[config.mk]
export PLATFORM = sky130hd
export DESIGN_NAME = booth_mult_seq
export DESIGN_NICKNAME = d
export VERILOG_FILES = /design/src/rtl/booth_pkg.sv /design/src/rtl/booth_digit_enc.sv /design/src/rtl/booth_mult_seq.sv
export SDC_FILE = /design/constraint.sdc
export NUM_CORES = 1
export LEC_CHECK = 0
export ABC_AREA = 1
export CORE_MARGIN = 5
export CORE_UTILIZATION = 41
export DETAILED_ROUTE_END_ITERATION = 6
export GPL_TIMING_DRIVEN = 0
export HOLD_SLACK_MARGIN = 0.02
export PLACE_DENSITY = 0.57
export SLEW_MARGIN = 30
export SYNTH_ARGS = -nofsm -noshare
export SYNTH_HDL_FRONTEND = slang
export SYNTH_SLANG_ARGS = --single-unit
export TNS_END_PERCENT = 5
[constraint.sdc]
create_clock -name clk -period 12 [get_ports clk]
set_clock_uncertainty 0.2 [all_clocks]
set_input_delay 3 -clock clk [delete_from_list [all_inputs] [get_ports clk]]
set_output_delay 3 -clock clk [all_outputs]
set_load 0.01 [all_outputs]
[src/rtl/booth_pkg.sv]
// Shared types and helpers for the sequential radix-4 Booth multiplier.
package booth_pkg;

    typedef enum logic [1:0] {
        IDLE = 2'd0,
        RUN  = 2'd1,
        DONE = 2'd2
    } state_t;

    typedef struct packed {
        logic neg;
        logic two;
        logic one;
    } booth_digit_t;

    // Unsigned operands need one extra window to absorb the zero extension.
    function automatic int unsigned digit_count(input int unsigned width, input logic is_signed);
        return is_signed ? (width / 2) : (width / 2 + 1);
    endfunction

endpackage

[src/rtl/booth_digit_enc.sv]
// Radix-4 Booth recoder: one overlapping 3-bit multiplier window to {neg, two, one}.
module booth_digit_enc
    import booth_pkg::*;
(
    input  logic [2:0]   win,
    output booth_digit_t dig
);

    always_comb begin
        dig     = '0;
        dig.one = win[1] ^ win[0];
        dig.two = (win[2] & ~win[1] & ~win[0]) | (~win[2] & win[1] & win[0]);
        dig.neg = win[2] & ~(win[1] & win[0]);
    end

endmodule

[src/rtl/booth_mult_seq.sv]
// Iterative radix-4 Booth multiplier, one digit per clock, valid/ready on both sides.
module booth_mult_seq
    import booth_pkg::*;
#(
    parameter int unsigned WIDTH = 16
) (
    input  logic               clk,
    input  logic               rst,
    input  logic               in_valid,
    output logic               in_ready,
    input  logic               is_signed,
    input  logic [WIDTH-1:0]   a,
    input  logic [WIDTH-1:0]   b,
    output logic               out_valid,
    input  logic               out_ready,
    output logic [2*WIDTH-1:0] p,
    output logic               busy
);

    localparam int unsigned PW = 2 * WIDTH;
    localparam int unsigned MW = WIDTH + 3;
    localparam int unsigned CW = $clog2(WIDTH / 2 + 1);

    state_t          state;
    logic [PW-1:0]   mcand;
    logic [MW-1:0]   mplier;
    logic [PW-1:0]   acc;
    logic [CW-1:0]   cnt;
    logic [PW-1:0]   p_q;
    logic            out_valid_q;

    booth_digit_t    dig;
    logic [PW-1:0]   mag;
    logic [PW-1:0]   pp;
    logic [PW-1:0]   acc_sum;
    logic            ext;

    booth_digit_enc u_enc (
        .win (mplier[2:0]),
        .dig (dig)
    );

    always_comb begin
        mag     = '0;
        if (dig.two)
            mag = mcand << 1;
        else if (dig.one)
            mag = mcand;
        pp      = dig.neg ? (~mag + PW'(1)) : mag;
        acc_sum = acc + pp;
        ext     = is_signed & b[WIDTH-1];
    end

    always_ff @(posedge clk) begin
        if (rst) begin
            state       <= IDLE;
            mcand       <= '0;
            mplier      <= '0;
            acc         <= '0;
            cnt         <= '0;
            p_q         <= '0;
            out_valid_q <= 1'b0;
        end else begin
            case (state)
                IDLE: begin
                    if (in_valid) begin
                        mcand  <= is_signed ? {{WIDTH{a[WIDTH-1]}}, a} : {{WIDTH{1'b0}}, a};
                        mplier <= {ext, ext, b, 1'b0};
                        acc    <= '0;
                        cnt    <= CW'(digit_count(WIDTH, is_signed) - 1);
                        state  <= RUN;
                    end
                end
                RUN: begin
                    acc    <= acc_sum;
                    mcand  <= mcand << 2;
                    mplier <= mplier >> 2;
                    cnt    <= cnt - CW'(1);
                    if (cnt == '0) begin
                        p_q         <= acc_sum;
                        out_valid_q <= 1'b1;
                        state       <= DONE;
                    end
                end
                DONE: begin
                    if (out_ready) begin
                        out_valid_q <= 1'b0;
                        state       <= IDLE;
                    end
                end
                default: state <= IDLE;
            endcase
        end
    end

    assign in_ready  = (state == IDLE);
    assign busy      = (state == RUN);
    assign out_valid = out_valid_q;
    assign p         = p_q;

endmodule

=== Yosys cells after proc, flatten, opt, wreduce, memory -nomap -nowiden ===
Cells that the tools add are included.

* Flip-flop bits (word level): 122
* Bits of input ports: 37
* Output and inout port bits: 35
* Logic and storage cells: 58

* $add $sub $neg: 4
* Equality and inequality tests: 5
* Muxes and demuxes: 20
* Bitwise gates (word level): 14
* Reductions and logical operators: 8

{| class="wikitable"
|+ Operator list
! cell !! number
|-
| 2-to-1 mux 32 bit || 6
|-
| case mux 32 bit (2 select lines) || 2
|-
| case mux 19 bit (2 select lines) || 1
|-
| adder 32 x 1 -> 32 bit, second input constant || 1
|-
| adder 32 bit || 1
|-
| inverter 32 bit || 1
|-
| 2-to-1 mux 19 bit || 1
|-
| case mux 4 bit (2 select lines) || 1
|-
| subtractor 4 x 1 -> 4 bit, second input constant || 2
|-
| bitwise AND 1 bit || 7
|-
| 2-to-1 mux 2 bit || 3
|-
| case mux 2 bit (3 select lines) || 1
|-
| AND reduction 3 bit || 2
|-
| logical NOT 4 bit || 1
|-
| 2-to-1 mux 4 bit || 1
|-
| != test 2 bit, second input constant || 2
|-
| inverter 1 bit || 4
|-
| AND reduction 2 bit || 2
|-
| nonzero test 2 bit || 2
|-
| 2-to-1 mux 1 bit || 3
|-
| equality test 2 x 1 -> 1 bit, second input constant || 1
|-
| equality test 2 bit, second input constant || 1
|-
| logical NOT 2 bit || 1
|-
| != test 2 x 1 -> 1 bit, second input constant || 1
|-
| 3 further kinds || 3
|}

=== Depth between registers and ports, before layout ===
Gate-level depths: netlist of the first run.

* Word-level depth: 10
* Depth in mapped cells: 32
* Gate-level depth less buffers: 31

=== Modules after synthesis ===
From an unflattened synthesis of the first run, not the netlist that was laid out.

* Cells, all modules: 1319
* Area total of the unflattened synthesis: 8254.2 um^2

{| class="wikitable"
|+ By module, submodules not included
! module !! times used !! cells an instance !! area an instance (um^2) !! sequential area each (um^2)
|-
| booth_mult_seq || 1 || 1311 || 8212.9 || 2422.3
|-
| booth_digit_enc || 1 || 8 || 41.3 || 0.0
|}

=== Least setup slack after synthesis of the first run ===
OpenSTA, ideal clock, no wires.

* Kind: input port to flip-flop
* Start: in in_valid
* End: reg mcand[19]
* Setup time: 0.057 ns
* Arrival: 4.198 ns
* Required time: 11.743 ns
* Slack: 7.545 ns
* Stages on the path: 8
* Path buffers: 1
* Cells stage by stage: nand2_1 inv_2 nor2_1 clkinv_1 clkbuf_1 o221ai_1 nand2_1 inv_1

* Longest elaborated chain between the ends: 2

{| class="wikitable"
|+ RTL lines
! what !! line !! text
|-
| start: declaration || booth_mult_seq.sv:9 || <nowiki>input logic in_valid,</nowiki>
|-
| != test 2 bit (no source line) || -- ||
|-
| AND reduction 2 bit (no source line) || -- ||
|-
| end signal: assignment || booth_mult_seq.sv:67 || <nowiki>mcand <= is_signed ? {{WIDTH{a[WIDTH-1]}}, a} : {{WIDTH{1'b0}}, a};</nowiki>
|-
| end signal: assignment || booth_mult_seq.sv:76 || <nowiki>mcand <= mcand << 2;</nowiki>
|-
| end: declaration || booth_mult_seq.sv:25 || <nowiki>logic [PW-1:0] mcand;</nowiki>
|}

Every way passes these cells.
A chain may end at the register's enable or synchronous reset.

=== Worst setup path in the final report of the first run ===
* Start: reg state[0]
* End: out busy

* Longest elaborated chain between the ends: 1

{| class="wikitable"
|+ RTL lines
! what !! line !! text
|-
| start: declaration || booth_mult_seq.sv:24 || <nowiki>state_t state;</nowiki>
|-
| start signal: assignment || booth_mult_seq.sv:56 || <nowiki>state <= IDLE;</nowiki>
|-
| start signal: assignment || booth_mult_seq.sv:71 || <nowiki>state <= RUN;</nowiki>
|-
| start signal: assignment || booth_mult_seq.sv:82 || <nowiki>state <= DONE;</nowiki>
|-
| equality test 2 x 1 -> 1 bit || booth_mult_seq.sv:97 || <nowiki>assign busy = (state == RUN);</nowiki>
|-
| end: declaration || booth_mult_seq.sv:17 || <nowiki>output logic busy</nowiki>
|}

Every way passes these cells.

==> results.ini, run 1 <==
[clock_network]
cts_buffers = 17
clk-insertion-delay-late_ps = 430
cts_root_buf = sky130_fd_sc_hd__clkbuf_16
clk_transition_reported_paths_ps = 60
cts-hold-fix-buffers = 0
tritoncts = done
deepest_clock_path_buffer_count = 2
cts_resized = 0
post-cts-setup-buffer-count = 0
h-tree-depth = 4
cts_sinks = 121

[run]
max-cap-violations = 0

[synthesis]
post_synth_design_cell_area_mm2 = 0.00801
post-synth-top-area-cell = sky130_fd_sc_hd__dfxtp_1
synth_flop_cell = sky130_fd_sc_hd__dfxtp_1
ys_top_cells_by_area = sky130_fd_sc_hd__dfxtp_1 (30%), sky130_fd_sc_hd__nand2_1 (19%), sky130_fd_sc_hd__inv_1 (6.8%)
post-synth-top-count-cell = sky130_fd_sc_hd__nand2_1
cell_variety_after_synth = 44
netlist_instances = 1253
post_syn_nets = 1332
synth_sequential_area_ratio_pct = 30.3
synth-seq-cells = 121
synth_top_area_share_pct = 30.3
synth_enable_flop_cells = 0
postSynthAreaPerCell_um2 = 6.39
synth-async-reset-ratio_pct = 0
ys.warnings.count = 0
synth_commonest_cells = sky130_fd_sc_hd__nand2_1 (398), sky130_fd_sc_hd__inv_1 (144), sky130_fd_sc_hd__dfxtp_1 (121), sky130_fd_sc_hd__a21oi_1 (101), sky130_fd_sc_hd__nor2_1 (98)

[placed_design]
port_buffers = 71
gp_congestion = 0.925
dp.final_hpwl_um = 19700
placed_area_mm2 = 0.00905
dp_worst_setup_slack_ps = 6360

[detailed_routing]
routed_wire_length_per_instance_um = 15.4
detail_route.drc_violations = 0
drt_pass1_iterations = 5
detail_route.wirelength_um = 24900
route.detailed.vias_per_inst = 4.99
final_antenna_net_count = 0
detail_route.iter0.violations = 468
vias = 8088

[run_status]
status = finished clean

[floorplan]
fp.dieW_um = 150
fp.dieArea_mm2 = 0.0224
floorplan.core_area_mm2 = 0.0193
die_height_um = 150
io_pins = 72
placementRows = 51
initial_standard_cell_utilization_of_the_core_pct = 41.4

[setup_path]
critPathArrivalTime_ps = 2540
critPathRequiredTime_ps = 8800
worst_setup_path_start_kind = flop
timing.critical_path.cells = inv_1 > nor2_1 > clkbuf_1 > clkbuf_1 > clkdlybuf4s50_1
crit_buf_inv = 4
critPathSlowestCell = sky130_fd_sc_hd__clkdlybuf4s50_1
worst_path_most_repeated_cell = sky130_fd_sc_hd__clkbuf_1
worst-path-max-fanout = 10
critical_path.top_delay_family = buffers and inverters
worst_setup_path_end_kind = output port
slowest_delay_ps = 650
worstSetupPathType = reg -> out

[timing]
report.final.slew_viol_count = 0
timing.final.crit_period_ps = 5740
final.setup.worst_slack_ps = 6260
final_hold_viol_count = 0
fin_worst_hold_slack_ps = 263
max_freq_mhz = 174
tightest_slew_ps = 840
setup_viol = 0
timing.final.crit_share_pct = 47.8
worst_case_headroom_to_the_max_slew_limit_pct = 43.8
setup_tns_ps = 0
grt_setup_unrepaired = no

[global_routing]
maximum_number_of_pins_on_one_net_before_global_route_repair = 17
grt-ovfl-total = 0
grt_first_pass_wirelength_um = 40200
grt_use_total_pct = 22.9
grt_antenna_before_repair = 0
number_of_global_route_vias_before_repair = 7743

[power_and_ir_drop]
irDropWorstVdd_v = 0.0000988
cellLeakagePower_nw = 4.59
cellPowerDensity_mw_per_mm2 = 158

[final_layout]
layout-drive-gt1-share_pct = 4.94
layout.core_utilization_pct = 50.1
antenna-diode-count = 0
fin_area_mm2 = 0.00968
syn2layout_area_growth_pct = 20.9
finish.net_count = 1422

[min_path]
min-delay-path-class = reg -> reg

-- final cells by class --
type | instances | area [um2]
fill | 2054 | 9660
multi-input combinational | 926 | 4780
sequential | 121 | 2420
timing repair buffer | 71 | 711
inverter | 150 | 563
clock buffer | 20 | 457
tap | 265 | 332
buffer | 56 | 243
clock inverter | 12 | 173
-- flip-flops by register name, indices dropped and copies added (netlist names) --
name and flops:
acc 32, mcand 32, p 32, mplier 18
cnt 4, state 2, out_valid 1
-- worst min-delay path: stages (launching register included) --
cell	delay (ps)
sky130_fd_sc_hd__dfxtp_1	310
sky130_fd_sc_hd__nand2_1	60
sky130_fd_sc_hd__a21oi_1	50
-- routing by layer --
| metal | vias up | part of all wire (%) | track usage [%] |
|---|---|---|---|
| li1 | 4238 | - | - |
| met3 | 43 | 4.0 | 3.33 |
| met5 | - | 0 | 0 |
| met2 | 193 | 44 | 36.5 |
| met4 | 0 | 2.9 | 8.33 |
| met1 | 3614 | 49 | 31.4 |
-- per-stage QoR --
stage,cells,power [mW]
finish,1621,1.53
global route,1621,1.62
CTS,1621,1.54
detailed placement,1589,0.976
global placement,1589,0.974
floorplan,1253,0.811
-- where the power goes --
group          internal, mW  switching, mW  leakage, nW
logic                 0.177          0.324         3.30
registers             0.443         0.0274        0.987
clock network         0.357          0.201        0.306
-- kinds of logic after synthesis --
group / after synthesis / synth area share [%]
AO/OA/AOI/OAI: 236 / 17.1
XOR/XNOR: 47 / 5.14
adder cells (fa/ha/maj): 42 / 6.66
buffers and inverters: 206 / 10.1
flip-flops: 121 / 30.2
AND/OR/NAND/NOR: 601 / 30.8
-- cells in the final DEF, fill, tap and decap left out, drive strengths merged --
cell / n
and2: 2
o22ai: 8
fa: 1
o211ai: 13
xor2: 35
nor4: 3
nor3: 8
a31o: 1
a21boi: 3
ha: 41
dfxtp: 121
bufinv: 4
a221oi: 1
nor2: 103
a21oi: 102
o211a: 1
o31ai: 2
a31oi: 17
a21o: 8
nand2: 403
clkbuf: 63
nand4: 6
clkinv: 7
clkdlybuf4s50: 71
or2: 4
nand3b: 6
xnor2: 12
clkinvlp: 2
a22oi: 2
nand3: 66
inv: 149
o221ai: 15
o21bai: 3
o21ai: 60
buf: 13
-- worst paths after layout --
kind / start / to / slack [ps] / cells past startpoint
worst max-delay path: state[0] / busy / 6260 / 5
worst min register to register: p[0] / p[0] / 260 / 2
worst max register to register: mplier[1] / p[25] / 7160 / 28
worst min-delay path: p[0] / p[0] / 260 / 2
No activity file was read; power rests on OpenSTA's default activity.
==> run 2, diff against run 1 <==
==> constraint.sdc (replaced) <==
create_clock -name clk -period 5.4 [get_ports clk]
set_clock_uncertainty 0.2 [all_clocks]
set_input_delay 1.35 -clock clk [delete_from_list [all_inputs] [get_ports clk]]
set_output_delay 1.35 -clock clk [all_outputs]
set_load 0.01 [all_outputs]
==> results of run 2 <==
The final DEF is identical to that of run 1. Status: finished clean.
Among the figures that moved: setup slack after placement 6360 ps -> 641 ps; setup slack after layout 6260 ps -> 563 ps; start point of the critical path state[0] -> mplier[1]; end point of the critical path busy -> p[25]; register-to-register setup slack 7160 ps -> 560 ps; total power 1.53 mW -> 3.40 mW; worst IR drop on VDD 0.0000988 V -> 0.000220 V
